`config.mk`:
```
export PLATFORM = sky130hd
export DESIGN_NAME = ws2812_bit_encoder
export DESIGN_NICKNAME = d
export VERILOG_FILES = /design/src/rtl/ws2812_bit_encoder.sv
export SDC_FILE = /design/constraint.sdc
export NUM_CORES = 1
export LEC_CHECK = 0
export CAP_MARGIN = 20
export CORE_MARGIN = 8
export CORE_UTILIZATION = 45
export DETAILED_ROUTE_END_ITERATION = 6
export PLACE_DENSITY = 0.72
export SYNTH_ARGS = -nofsm -noshare
export SYNTH_HDL_FRONTEND = slang
export SYNTH_SLANG_ARGS = --single-unit
```
`constraint.sdc`:
```
create_clock -name clk -period 6.55 [get_ports clk]
set_clock_uncertainty 0.05 [all_clocks]
set_input_delay 1.965 -clock clk [delete_from_list [all_inputs] [get_ports clk]]
set_output_delay 1.965 -clock clk [all_outputs]
set_load 0.01 [all_outputs]
```
`src/rtl/ws2812_bit_encoder.sv`:
```
// ws2812_bit_encoder
// Serialises 24-bit GRB pixel words from a valid/ready stream into the
// single-wire WS2812 waveform, including inter-pixel hand-off, the
// end-of-frame latch gap and the mid-frame starvation timeout.
// Optional feature macro: WS2812_RGB_INPUT_EN (input words are RGB and are
// reordered to GRB as they enter the holding register).
module ws2812_bit_encoder #(
    parameter int DATA_WIDTH = 32,
    parameter int CLK_PER    = 20,
    parameter int T0H        = 400,
    parameter int T1H        = 800,
    parameter int TBIT       = 1250,
    parameter int TRES       = 50000
) (
    input  logic                  clk,
    input  logic                  reset,
    input  logic [DATA_WIDTH-1:0] pix_data,
    input  logic                  pix_last,
    input  logic                  pix_valid,
    output logic                  pix_ready,
    output logic                  led_data_out,
    output logic                  busy,
    output logic                  frame_done,
    output logic                  underrun
);

    localparam int T0H_CYC  = T0H / CLK_PER;
    localparam int T1H_CYC  = T1H / CLK_PER;
    localparam int TBIT_CYC = TBIT / CLK_PER;
    localparam int TRES_CYC = TRES / CLK_PER;
    localparam int CW       = $clog2(TRES_CYC + 1);

    localparam logic [CW-1:0] T0H_LAST  = CW'(T0H_CYC - 1);
    localparam logic [CW-1:0] T1H_LAST  = CW'(T1H_CYC - 1);
    localparam logic [CW-1:0] TBIT_LAST = CW'(TBIT_CYC - 1);
    localparam logic [CW-1:0] TRES_LAST = CW'(TRES_CYC - 1);

    typedef enum logic [2:0] {
        S_IDLE,
        S_HIGH,
        S_LOW,
        S_WAIT,
        S_LATCH
    } state_t;

    state_t        state_q, state_d;
    logic [CW-1:0] cnt_q, cnt_d;
    logic [4:0]    bit_q, bit_d;
    logic [23:0]   shift_q, shift_d;
    logic          cur_last_q, cur_last_d;
    logic [23:0]   hold_data_q, hold_data_d;
    logic          hold_last_q, hold_last_d;
    logic          hold_valid_q, hold_valid_d;
    logic          led_q;
    logic          fd_pend_q, fd_pend_d;
    logic          ur_pend_q, ur_pend_d;
    logic          frame_done_q, underrun_q;
    logic          accept, load;
    logic [23:0]   pix_grb;
    logic [CW-1:0] hi_last;

`ifdef WS2812_RGB_INPUT_EN
    assign pix_grb = {pix_data[15:8], pix_data[23:16], pix_data[7:0]};
`else
    assign pix_grb = pix_data[23:0];
`endif

    generate
        if (DATA_WIDTH > 24) begin : g_upper
            logic pix_upper_unused;
            assign pix_upper_unused = ^pix_data[DATA_WIDTH-1:24];
        end
    endgenerate

    assign accept       = pix_valid && !hold_valid_q;
    assign hi_last      = shift_q[23] ? T1H_LAST : T0H_LAST;
    assign pix_ready    = !hold_valid_q;
    assign busy         = (state_q != S_IDLE);
    assign led_data_out = led_q;
    assign frame_done   = frame_done_q;
    assign underrun     = underrun_q;

    // Next-state logic: bit timing, pixel hand-off, latch and starvation timeout.
    always_comb begin
        state_d     = state_q;
        cnt_d       = cnt_q;
        bit_d       = bit_q;
        shift_d     = shift_q;
        cur_last_d  = cur_last_q;
        hold_data_d = hold_data_q;
        hold_last_d = hold_last_q;
        fd_pend_d   = 1'b0;
        ur_pend_d   = 1'b0;
        load        = 1'b0;

        case (state_q)
            S_IDLE: begin
                if (hold_valid_q) begin
                    load    = 1'b1;
                    state_d = S_HIGH;
                    cnt_d   = '0;
                end
            end
            S_HIGH: begin
                cnt_d = cnt_q + 1'b1;
                if (cnt_q == hi_last) begin
                    state_d = S_LOW;
                end
            end
            S_LOW: begin
                if (cnt_q == TBIT_LAST) begin
                    cnt_d = '0;
                    if (bit_q != 5'd23) begin
                        shift_d = {shift_q[22:0], 1'b0};
                        bit_d   = bit_q + 5'd1;
                        state_d = S_HIGH;
                    end else if (hold_valid_q) begin
                        load    = 1'b1;
                        state_d = S_HIGH;
                    end else if (cur_last_q) begin
                        state_d = S_LATCH;
                    end else begin
                        state_d = S_WAIT;
                    end
                end else begin
                    cnt_d = cnt_q + 1'b1;
                end
            end
            S_WAIT: begin
                if (hold_valid_q) begin
                    load    = 1'b1;
                    state_d = S_HIGH;
                    cnt_d   = '0;
                end else if (cnt_q == TRES_LAST) begin
                    ur_pend_d = 1'b1;
                    state_d   = S_IDLE;
                    cnt_d     = '0;
                end else begin
                    cnt_d = cnt_q + 1'b1;
                end
            end
            S_LATCH: begin
                if (cnt_q == TRES_LAST) begin
                    fd_pend_d = 1'b1;
                    state_d   = S_IDLE;
                    cnt_d     = '0;
                end else begin
                    cnt_d = cnt_q + 1'b1;
                end
            end
            default: begin
                state_d = S_IDLE;
                cnt_d   = '0;
            end
        endcase

        // Loading the shifter empties the hold; accepting fills it. Accept
        // requires an empty hold and load a full one, so they never coincide.
        if (load) begin
            shift_d    = hold_data_q;
            cur_last_d = hold_last_q;
            bit_d      = 5'd0;
        end
        if (accept) begin
            hold_data_d = pix_grb;
            hold_last_d = pix_last;
        end
        hold_valid_d = (hold_valid_q && !load) || accept;
    end

    // Control state with synchronous reset; the line follows the FSM one cycle later.
    always_ff @(posedge clk) begin
        if (reset) begin
            state_q      <= S_IDLE;
            cnt_q        <= '0;
            bit_q        <= 5'd0;
            cur_last_q   <= 1'b0;
            hold_valid_q <= 1'b0;
            led_q        <= 1'b0;
            fd_pend_q    <= 1'b0;
            ur_pend_q    <= 1'b0;
            frame_done_q <= 1'b0;
            underrun_q   <= 1'b0;
        end else begin
            state_q      <= state_d;
            cnt_q        <= cnt_d;
            bit_q        <= bit_d;
            cur_last_q   <= cur_last_d;
            hold_valid_q <= hold_valid_d;
            led_q        <= (state_q == S_HIGH);
            fd_pend_q    <= fd_pend_d;
            ur_pend_q    <= ur_pend_d;
            frame_done_q <= fd_pend_q;
            underrun_q   <= ur_pend_q;
        end
    end

    // Pixel datapath registers; their contents only matter once qualified by control.
    always_ff @(posedge clk) begin
        shift_q     <= shift_d;
        hold_data_q <= hold_data_d;
        hold_last_q <= hold_last_d;
    end

endmodule

```
==> key figures, run 1 <==
Run status
  • Outcome: complete, no violations

STA
  • Endpoints failing hold: 0
  • Crit path time final: approximately 3.8 ns
  • Unrepaired setup endpoints after global routing: false
  • Final TNS setup: 0 ns
  • Worst slew pin tran: about 0.83 ns
  • Final hold slack: 0.395 ns
  • Count of final setup violators: 0
  • Slew Limit Headroom: 44.6%
  • Crit share post-route: about three fifths
  • Fmax: approximately 0.26 GHz
  • Slew Viols, Final: 0

Place
  • Post-DP HPWL: 3800 µm
  • GP Congestion: 0.804
  • Area post-placement: between 3000 and 4000 µm²
  • Port bufs: 32

Floorplan
  • I/O Pins: between 40 and 50
  • Die area: approximately 10000 µm²
  • Die X: ~100 µm
  • Die height: ~100 µm
  • Area of the core: between 7000 and 8000 µm²
  • Starting Density: between 40% and 50%
  • Num rows: 31

CTS
  • Root buf cell: clkbuf_8
  • Post_cts resized: 0
  • CTS tree: yes
  • Total clock sinks: 76
  • Worst-Skew Late Latency: about 0.35 ns
  • Post-CTS Setup Bufs: 0
  • CTS H-tree lvls: 3
  • Clk pin slew, worst setup/hold paths: roughly 0.08 ns
  • CTS Hold Bufs: 0
  • TritonCTS buffer count: 9
  • Max Root-Sink Buffers: 2

Synth
  • Post-synth EDFFs: 49
  • Syn Inst Count: around 260
  • Ys Warns: 0
  • Primary FF master, synth: edfxtp_1
  • Yosys reg bits: 76
  • Avg Cell Area, Syn: 12.7 µm²
  • Share of the yosys chip area belonging to registers: between 60 and 70%
  • Mapped Area: roughly 3300 µm²
  • Ranking of synthesized cells by area: edfxtp_1, dfxtp_1, mux2_2
  • Yosys top cell area share: 44.4%
  • Yosys cell types: between 40 and 50
  • Net Count, Synth: 301
  • Synth async-reset ratio: 0%
  • Yosys top cell by area: edfxtp_1

Detailed routing
  • Via count: ~2100
  • Via density: about 5.3
  • Routed WL: approximately 5700 µm
  • 1st-iter DRT viols: between 60 and 70
  • DRC: 0
  • Average routed wire per standard cell: between 10 and 15 µm
  • Antenna Nets Post-Route: 0
  • Pre-antenna DRT Iters: 4

Worst setup path
  • Crit end category: output port
  • RR Startpoint: state_q[1]
  • Kind of critical path: flip-flop to output port
  • Worst EP arrival: 1.79 ns
  • Critical Path Fanout Max: 14
  • Setup crit start: state_q[2]
  • Crit start category: flip-flop
  • CP required: 4.53 ns

Finish
  • Ratio of cells with drive above 1 in the final layout: around 17%
  • FF+latch area: 2010 µm²
  • Area of the multi-input gates: 1210 µm²
  • Area added between synthesis and finish: 17.5%
  • Ant diodes: 0
  • Fin area: about 3900 µm²
  • Final Net Count: about 330
  • Most frequent cells in the layout: edfxtp_1, clkdlybuf4s50_1, dfxtp_1, mux2_2, nor2_1
  • Number of filler cells placed in the layout: 633
  • Most common cell after layout, fill and taps aside: edfxtp_1

Min path
  • Hold Path Class: flip-flop to flip-flop
  • Min-delay src: ur_pend_q

Global route
  • Initial antenna violation count: 0
  • GR Util All Layers: between 10% and 20%
  • Pin count of the biggest net entering global routing: 28
  • Global-route wire length before repair: just under 10000 µm
  • GR Overflow Total: 0
  • Vias in the first global route: 2081

Power and ir drop
  • Leakage: between 1 and 1.5 nW
  • Pwr Density: around 350 nW/µm²
  • Overall power: around 1.4 mW
  • Worst vdd ir: between 0.00015 and 0.0002 V

Job
  • Total of max-cap violations: 0
[cell type report]
type                            instances  share of cell area, %
Inverter                                4                  0.385
Clock inverter                          7                   1.93
Tap cell                               99                   3.18
Multi-Input combinational cell        167                   31.1
Timing Repair Buffer                   34                   8.60
Clock buffer                            9                   3.18
Sequential cell                        76                   51.6
[report_power, final]
group | leakage, nW | switching, mW | internal [mW]
Combinational | 0.562 | 0.194 | 0.162
Sequential | 0.681 | 0.0551 | 0.612
Clock | 0.0923 | 0.181 | 0.178
Total | 1.34 | 0.429 | 0.952
[kinds of logic (layout without fill, tap and decap cells)]
logic type / Yosys count / after routing / share of synthesized area, %
and+or+nand+nor: 105 / 105 / 18.3
DFF: 76 / 76 / 60.7
muxes: 29 / 29 / 9.62
AOI/OAI and AO/OA: 25 / 25 / 6.08
buffers and inverters: 19 / 54 / 2.83
xor gates and xnor gates: 5 / 5 / 1.32
adders and majority gates: 3 / 3 / 1.13
[critical path, cell delays in order, from the launching register on]
cell             delay (ns)
dfxtp_1                0.68
nor2_1                 0.13
nand2_1                0.10
clkdlybuf4s50_1        0.54
[routing by layer]
metal / routed length (µm) / track usage, % / part of all wire, % / vias to the layer above
met2: 2590 / 18.9 / 46 / 51
met5: 0 / 0 / 0 / -
met3: 401 / 4.84 / 7.0 / 9
met1: 2620 / 14.4 / 46 / 973
li1: - / - / - / 1048
met4: 81 / 5.08 / 1.4 / 0
[worst paths after layout]
kind                                     to  slack [ns]  cells past startpoint
worst min-delay path               underrun        0.40                      1
worst max-delay path                   busy        2.74                      3
worst max register to register  shift_q[20]        3.82                      5
worst min register to register     underrun        0.40                      1
[synth_stat cells (4+ instances only)]
cell	number
edfxtp_1	49
dfxtp_1	27
mux2_2	22
nor2_1	18
nand2_1	15
nor4_1	15
nor3_1	13
and3_1	8
o21ai_0	8
nand3_1	7
clkbuf_1	6
mux2i_1	6
buf_2	5
nand2b_1	5
nor2b_1	5
inv_1	4
nand4_1	4
[registers in the layout, summed over array words and instances (netlist names), 3 cells and up]
| register | count |
|---|---|
| bit_q | 5 |
| cnt_q | 12 |
| hold_data_q | 24 |
| shift_q | 24 |
| state_q | 3 |
[through the flow]
stage / utilization, % / setup slack, ns / instances
2_1_floorplan: - / 2.98 / 262
3_3_place_gp: 51.3 / 2.80 / 380
3_5_place_dp: 51.3 / 2.76 / 380
4_1_cts: 54.0 / 2.72 / 396
5_1_grt: 54.0 / 2.61 / 396
6_report: 54.0 / 2.74 / 396
(Power assumes the default switching activity.)
==> run 2: changes to the inputs <==
==> constraint.sdc (replaced) <==
create_clock -name clk -period 3.7 [get_ports clk]
set_clock_uncertainty 0.05 [all_clocks]
set_input_delay 1.11 -clock clk [delete_from_list [all_inputs] [get_ports clk]]
set_output_delay 1.11 -clock clk [all_outputs]
set_load 0.01 [all_outputs]
==> run 2 against run 1 <==
  * Sequential cell count is the same
  * Largest cell class unchanged
  * Count of clock-buffer cells in the layout stayed put
  * First-iteration DRC count increased by 49%
  * Final cell count grew 0.25%
  * Clock power grew 75%
  * Critical path depth unchanged
==> key figures, run 2 (synthesis gave the netlist of run 1 again) <==
Detailed routing
  • Via count: 2103 (was 2081)
  • Antenna Nets Post-Route: 0 (unchanged)
  • DRC: 0 (unchanged)
  • 1st-iter DRT viols: 97 (was 65)
  • Average routed wire per standard cell: 14.3 µm (was 14.4 µm)
  • Via density: 5.30 (was 5.26)
  • Routed WL: 5680 µm (was 5690 µm)
  • Pre-antenna DRT Iters: 4 (unchanged)

STA
  • Unrepaired setup endpoints after global routing: false (unchanged)
  • Slew Viols, Final: 0 (unchanged)
  • Worst slew pin tran: 0.736 ns (was 0.828 ns)
  • Crit share post-route: between 70% and 80%
  • Fmax: around 0.34 GHz
  • Final TNS setup: 0 ns (unchanged)
  • Crit path time final: around 3.0 ns
  • Count of final setup violators: 0 (unchanged)
  • Slew Limit Headroom: 50.5% (was 44.6%)
  • Endpoints failing hold: 0 (unchanged)

Floorplan
  • Area of the core: 7210 µm² (unchanged)
  • Num rows: 31 (unchanged)
  • Starting Density: 46.0% (unchanged)
  • Die height: 102 µm (unchanged)
  • Die X: 102 µm (unchanged)
  • I/O Pins: 41 (unchanged)
  • Die area: 10400 µm² (unchanged)

Place
  • GP Congestion: 0.796 (was 0.804)
  • Port bufs: 32 (unchanged)
  • Post-DP HPWL: 3810 µm (was 3800 µm)

Finish
  • Area added between synthesis and finish: 17.8% (was 17.5%)
  • Ratio of cells with drive above 1 in the final layout: 16.8% (about the same)
  • Final Net Count: 332 (was 331)
  • Ant diodes: 0 (unchanged)
  • Most frequent cells in the layout: edfxtp_1, clkdlybuf4s50_1, dfxtp_1, mux2_2, nor2_1 (unchanged)
  • Most common cell after layout, fill and taps aside: edfxtp_1 (unchanged)
  • Number of filler cells placed in the layout: 626 (was 633)
  • Top flop regs: hold_data_q: 24 flops, shift_q: 24 flops, cnt_q: 12 flops (unchanged)

Global route
  • Global-route wire length before repair: 9910 µm (was 9710 µm)
  • GR Util All Layers: 12.2% (was 12.0%)
  • Vias in the first global route: 2114 (was 2081)
  • GR Overflow Total: 0 (unchanged)
  • Pin count of the biggest net entering global routing: 26 (was 28)
  • Initial antenna violation count: 0 (unchanged)

Power and ir drop
  • Worst vdd ir: 0.000326 V (was 0.000186 V)
  • Pwr Density: 624 nW/µm² (was 354 nW/µm²)
  • Leakage: 1.34 nW (about the same)
  • Overall power: 2.44 mW (was 1.38 mW)

CTS
  • Root buf cell: clkbuf_8 (unchanged)
  • Total clock sinks: 76 (unchanged)
  • CTS H-tree lvls: 3 (unchanged)
  • Worst-Skew Late Latency: 0.35 ns (about the same)
  • Clk pin slew, worst setup/hold paths: 0.08 ns (about the same)
  • TritonCTS buffer count: 9 (unchanged)
  • Max Root-Sink Buffers: 2 (unchanged)
  • Post-CTS Setup Bufs: 0 (unchanged)
  • CTS tree: yes (unchanged)
  • Post_cts resized: 0 (unchanged)
  • CTS Hold Bufs: 0 (unchanged)

Worst setup path
  • Crit end category: output port (unchanged)
  • Critical Path Fanout Max: 14 (unchanged)
  • Kind of critical path: flip-flop to output port (unchanged)
  • FF-to-FF path depth: 6 (was 5)
  • Crit start category: flip-flop (unchanged)
  • Worst R2R Setup Slack: 1.05 ns (was 3.82 ns)
  • Reg2reg end: shift_q[17] (was shift_q[20])
  • RR Startpoint: cnt_q[0] (was state_q[1])
  • Worst EP arrival: 1.79 ns (about the same)
  • CP required: 2.54 ns (was 4.53 ns)

Min path
  • Min-delay src: ur_pend_q (unchanged)
  • Worst hold endpoint: underrun (unchanged)
  • Hold Path Class: flip-flop to flip-flop (unchanged)
  • WHS Path Cells: 1 (unchanged)

Run status
  • Outcome: complete, no violations (unchanged)

Job
  • Total of max-cap violations: 0 (unchanged)
## run 2: final cells by class
cell class / instances / area [µm²] / share of cell area, %
multi-input combinational: 167 / 1210 / 31.0
tap: 99 / 124 / 3.17
timing repair buffer: 35 / 343 / 8.78
clock inverter: 7 / 75.1 / 1.92
clock buffer: 9 / 124 / 3.17
sequential: 76 / 2010 / 51.5
inverter: 4 / 15.0 / 0.384
## run 2: worst max-delay path, cell delays in order (launching register included)
cell	delay, ns
dfxtp_1	0.69
nor2_1	0.13
nand2_1	0.10
clkdlybuf4s50_1	0.54
## run 2: worst max path at each step
stage | to | slack, ns | start | cells after the start
after floorplan | hold_data_q[0] | 0.98 | pix_valid | 1
after global placement | shift_q[17] | 1.09 | cnt_q[0] | 6
after detailed placement | shift_q[17] | 1.02 | cnt_q[0] | 6
after CTS | busy | 0.72 | state_q[2] | 3
after global routing | busy | 0.60 | state_q[2] | 3
final | busy | 0.75 | state_q[2] | 3
## run 2: metal layers
layer	up-vias	part of all wire [%]	GRT usage [%]
met5	-	0	0
met4	0	0.90	3.39
met3	6	6.3	5.31
met2	52	48	19.4
met1	997	45	14.6
li1	1048	-	-
## run 2: report_power, final
part           internal, mW  switching, mW  total, mW
registers              1.08         0.0973       1.18
logic                 0.287          0.345      0.632
clock network         0.313          0.311      0.625
total                  1.68          0.753       2.44
## run 2: through the flow
step	instance area, µm²	worst slack (ns)	std cells	util, %	hold WS (ns)
floorplan	3320	0.982	262	-	0.364
global placement	3710	1.09	381	51.4	0.370
detailed placement	3710	1.02	381	51.4	0.382
CTS	3910	0.721	397	54.1	0.405
global route	3910	0.600	397	54.1	0.416
finish	3910	0.746	397	54.1	0.398
==> run 3: changes to the inputs <==
==> constraint.sdc (replaced) <==
create_clock -name clk -period 2.9 [get_ports clk]
set_clock_uncertainty 0.05 [all_clocks]
set_input_delay 0.87 -clock clk [delete_from_list [all_inputs] [get_ports clk]]
set_output_delay 0.87 -clock clk [all_outputs]
set_load 0.01 [all_outputs]
==> run 3 against run 2 <==
  * Register-to-register slack got worse by 0.60 ns
  * Non-clock buffer count increased by 5
  * Core utilization increased by 0.40 points
  * Sequential cell count unchanged
  * Worst hold slack got worse by 0.0083 ns
  * Combinational power increased by 40%
  * Worst setup slack got worse by 0.60 ns
==> key figures, run 3 (synthesis gave the netlist of run 1 again) <==
CTS
  • Root buf cell: clkbuf_8 (unchanged)
  • CTS H-tree lvls: 3 (unchanged)
  • TritonCTS buffer count: 9 (unchanged)
  • Max Root-Sink Buffers: 2 (unchanged)
  • CTS Hold Bufs: 0 (unchanged)
  • Post-CTS Setup Bufs: 0 (unchanged)
  • Worst-Skew Late Latency: 0.35 ns (about the same)
  • CTS tree: yes (unchanged)
  • Total clock sinks: 76 (unchanged)
  • Clk pin slew, worst setup/hold paths: 0.08 ns (about the same)
  • Post_cts resized: 0 (unchanged)

Finish
  • Ratio of cells with drive above 1 in the final layout: 17.8% (was 16.8%)
  • Fin util: 54.5% (was 54.1%)
  • Ant diodes: 0 (unchanged)
  • Area added between synthesis and finish: 18.6% (was 17.8%)
  • Number of filler cells placed in the layout: 634 (was 626)
  • Most common cell after layout, fill and taps aside: edfxtp_1 (unchanged)
  • Final Net Count: 337 (was 332)
  • Most frequent cells in the layout: edfxtp_1, clkdlybuf4s50_1, dfxtp_1, mux2_2, nor2_1 (unchanged)
  • Top flop regs: hold_data_q: 24 flops, shift_q: 24 flops, cnt_q: 12 flops (unchanged)

Worst setup path
  • RR Startpoint: cnt_q[1] (was cnt_q[0])
  • Critical Path Slowest Stage Cell: dfxtp_1 (unchanged)
  • Worst EP arrival: 1.83 ns (was 1.79 ns)
  • Crit end category: output port (unchanged)
  • Worst R2R Setup Slack: 0.45 ns (was 1.05 ns)
  • Crit-path cells: nor2_1 > nand2_1 > clkdlybuf4s50_1 (unchanged)
  • CP required: 1.98 ns (was 2.54 ns)
  • Kind of critical path: flip-flop to output port (unchanged)
  • Max incr delay on CP: 0.69 ns (about the same)
  • Critical Path Fanout Max: 14 (unchanged)
  • FF-to-FF path depth: 7 (was 6)
  • CP delay by family, top: flip-flops (unchanged)
  • Crit start category: flip-flop (unchanged)
  • Reg2reg end: shift_q[2] (was shift_q[17])
  • Critical path buffers and inverters: 1 (unchanged)

Min path
  • WHS Path Cells: 1 (unchanged)
  • Worst hold endpoint: underrun (unchanged)
  • Hold Path Class: flip-flop to flip-flop (unchanged)
  • Min-delay src: ur_pend_q (unchanged)

STA
  • Worst slew pin tran: 0.722 ns (was 0.736 ns)
  • Final setup margin: 0.147 ns (was 0.746 ns)
  • Fmax: ~0.36 GHz
  • Slew Viols, Final: 0 (unchanged)
  • Endpoints failing hold: 0 (unchanged)
  • Count of final setup violators: 0 (unchanged)
  • Final TNS setup: 0 ns (unchanged)
  • Crit share post-route: 94.9%
  • Slew Limit Headroom: 51.4% (was 50.5%)
  • Crit path time final: approximately 2.8 ns
  • Unrepaired setup endpoints after global routing: false (unchanged)

Power and ir drop
  • Switching pwr: 971 µW (was 753 µW)
  • Combinational power share: 28.2% (was 25.9%)
  • Clock power frac: 24.9% (was 25.6%)
  • Sw Ratio: 30.9% (about the same)
  • Int Power: 2.17 mW (was 1.68 mW)
  • Leakage: 1.36 nW (was 1.34 nW)
  • Pwr Density: 799 nW/µm² (was 624 nW/µm²)
  • Worst vdd ir: 0.000331 V (was 0.000326 V)
  • Sequential power share: 47.0% (was 48.4%)

Detailed routing
  • 1st-iter DRT viols: 99 (was 97)
  • Routed WL: 5910 µm (was 5680 µm)
  • DRC: 0 (unchanged)
  • Average routed wire per standard cell: 14.7 µm (was 14.3 µm)
  • Via density: 5.38 (was 5.30)
  • Pre-antenna DRT Iters: 4 (unchanged)
  • Via count: 2162 (was 2103)
  • Antenna Nets Post-Route: 0 (unchanged)

Job
  • Total of max-cap violations: 0 (unchanged)

Global route
  • GR Overflow Total: 0 (unchanged)
  • Vias in the first global route: 2139 (was 2114)
  • Initial antenna violation count: 0 (unchanged)
  • Pin count of the biggest net entering global routing: 26 (unchanged)
  • Global-route wire length before repair: 10100 µm (was 9910 µm)
  • GR Util All Layers: 12.4% (was 12.2%)

Place
  • Port bufs: 32 (unchanged)
  • GP Congestion: 0.802 (was 0.796)
  • Pre-CTS WS: 0.461 ns (was 1.02 ns)
  • Post-DP HPWL: 3940 µm (was 3810 µm)

Floorplan
  • Starting Density: 46.0% (unchanged)
  • Num rows: 31 (unchanged)
  • I/O Pins: 41 (unchanged)
  • Die height: 102 µm (unchanged)
  • Die area: 10400 µm² (unchanged)
  • Die X: 102 µm (unchanged)
  • Area of the core: 7210 µm² (unchanged)

Run status
  • Outcome: complete, no violations (unchanged)
-- run 3: changes by cell type in the layout (fill, tap and decap cells not counted) --
| cell | previous run | this run |
|---|---|---|
| clkinv_4 | 2 | 0 |
| clkinv_2 | 0 | 1 |
| buf_4 | 3 | 8 |
| clkinv_1 | 1 | 2 |
-- run 3: worst max-delay path by stage --
stage	from	endpoint	slack (ns)	cells after the start
4_1_cts	state_q[2]	busy	0.14	3
6_report	state_q[2]	busy	0.15	3
2_1_floorplan	pix_valid	hold_data_q[0]	0.42	1
3_3_place_gp	cnt_q[1]	shift_q[1]	0.47	7
5_1_grt	state_q[2]	busy	0.05	3
3_5_place_dp	cnt_q[1]	shift_q[16]	0.46	7
-- run 3: routing by layer --
layer | part of all wire (%) | wire (µm) | track usage [%]
met4 | 1.9 | 115 | 6.21
met5 | 0 | 0 | 0
met1 | 47 | 2750 | 15.4
met3 | 7.4 | 435 | 4.77
met2 | 44 | 2610 | 18.3
-- run 3: area by class of cell --
| cell class | instances | area [µm²] | share of cell area, % |
|---|---|---|---|
| Timing Repair Buffer | 40 | 380 | 9.67 |
| Clock buffer | 9 | 124 | 3.15 |
| Tap cell | 99 | 124 | 3.15 |
| Multi-Input combinational cell | 167 | 1210 | 30.8 |
| Inverter | 4 | 15.0 | 0.382 |
| Clock inverter | 7 | 66.3 | 1.69 |
| Sequential cell | 76 | 2010 | 51.1 |
-- run 3: power by group through the flow --
stage	Combinational [mW]	Clock [mW]	Sequential, mW
floorplan	0.687	0	1.45
detailed placement	0.889	0	1.50
global placement	0.864	0	1.50
global route	0.977	0.853	1.50
finish	0.885	0.783	1.48
CTS	0.892	0.808	1.48
-- run 3: metrics by stage --
step,cells,hold slack [ns],cell area (µm²),total power [mW]
after global placement,386,0.371,3740,2.36
after floorplan,262,0.364,3320,2.14
after detailed placement,386,0.374,3740,2.39
final,402,0.390,3930,3.14
after global routing,402,0.404,3930,3.33
after CTS,402,0.393,3930,3.18
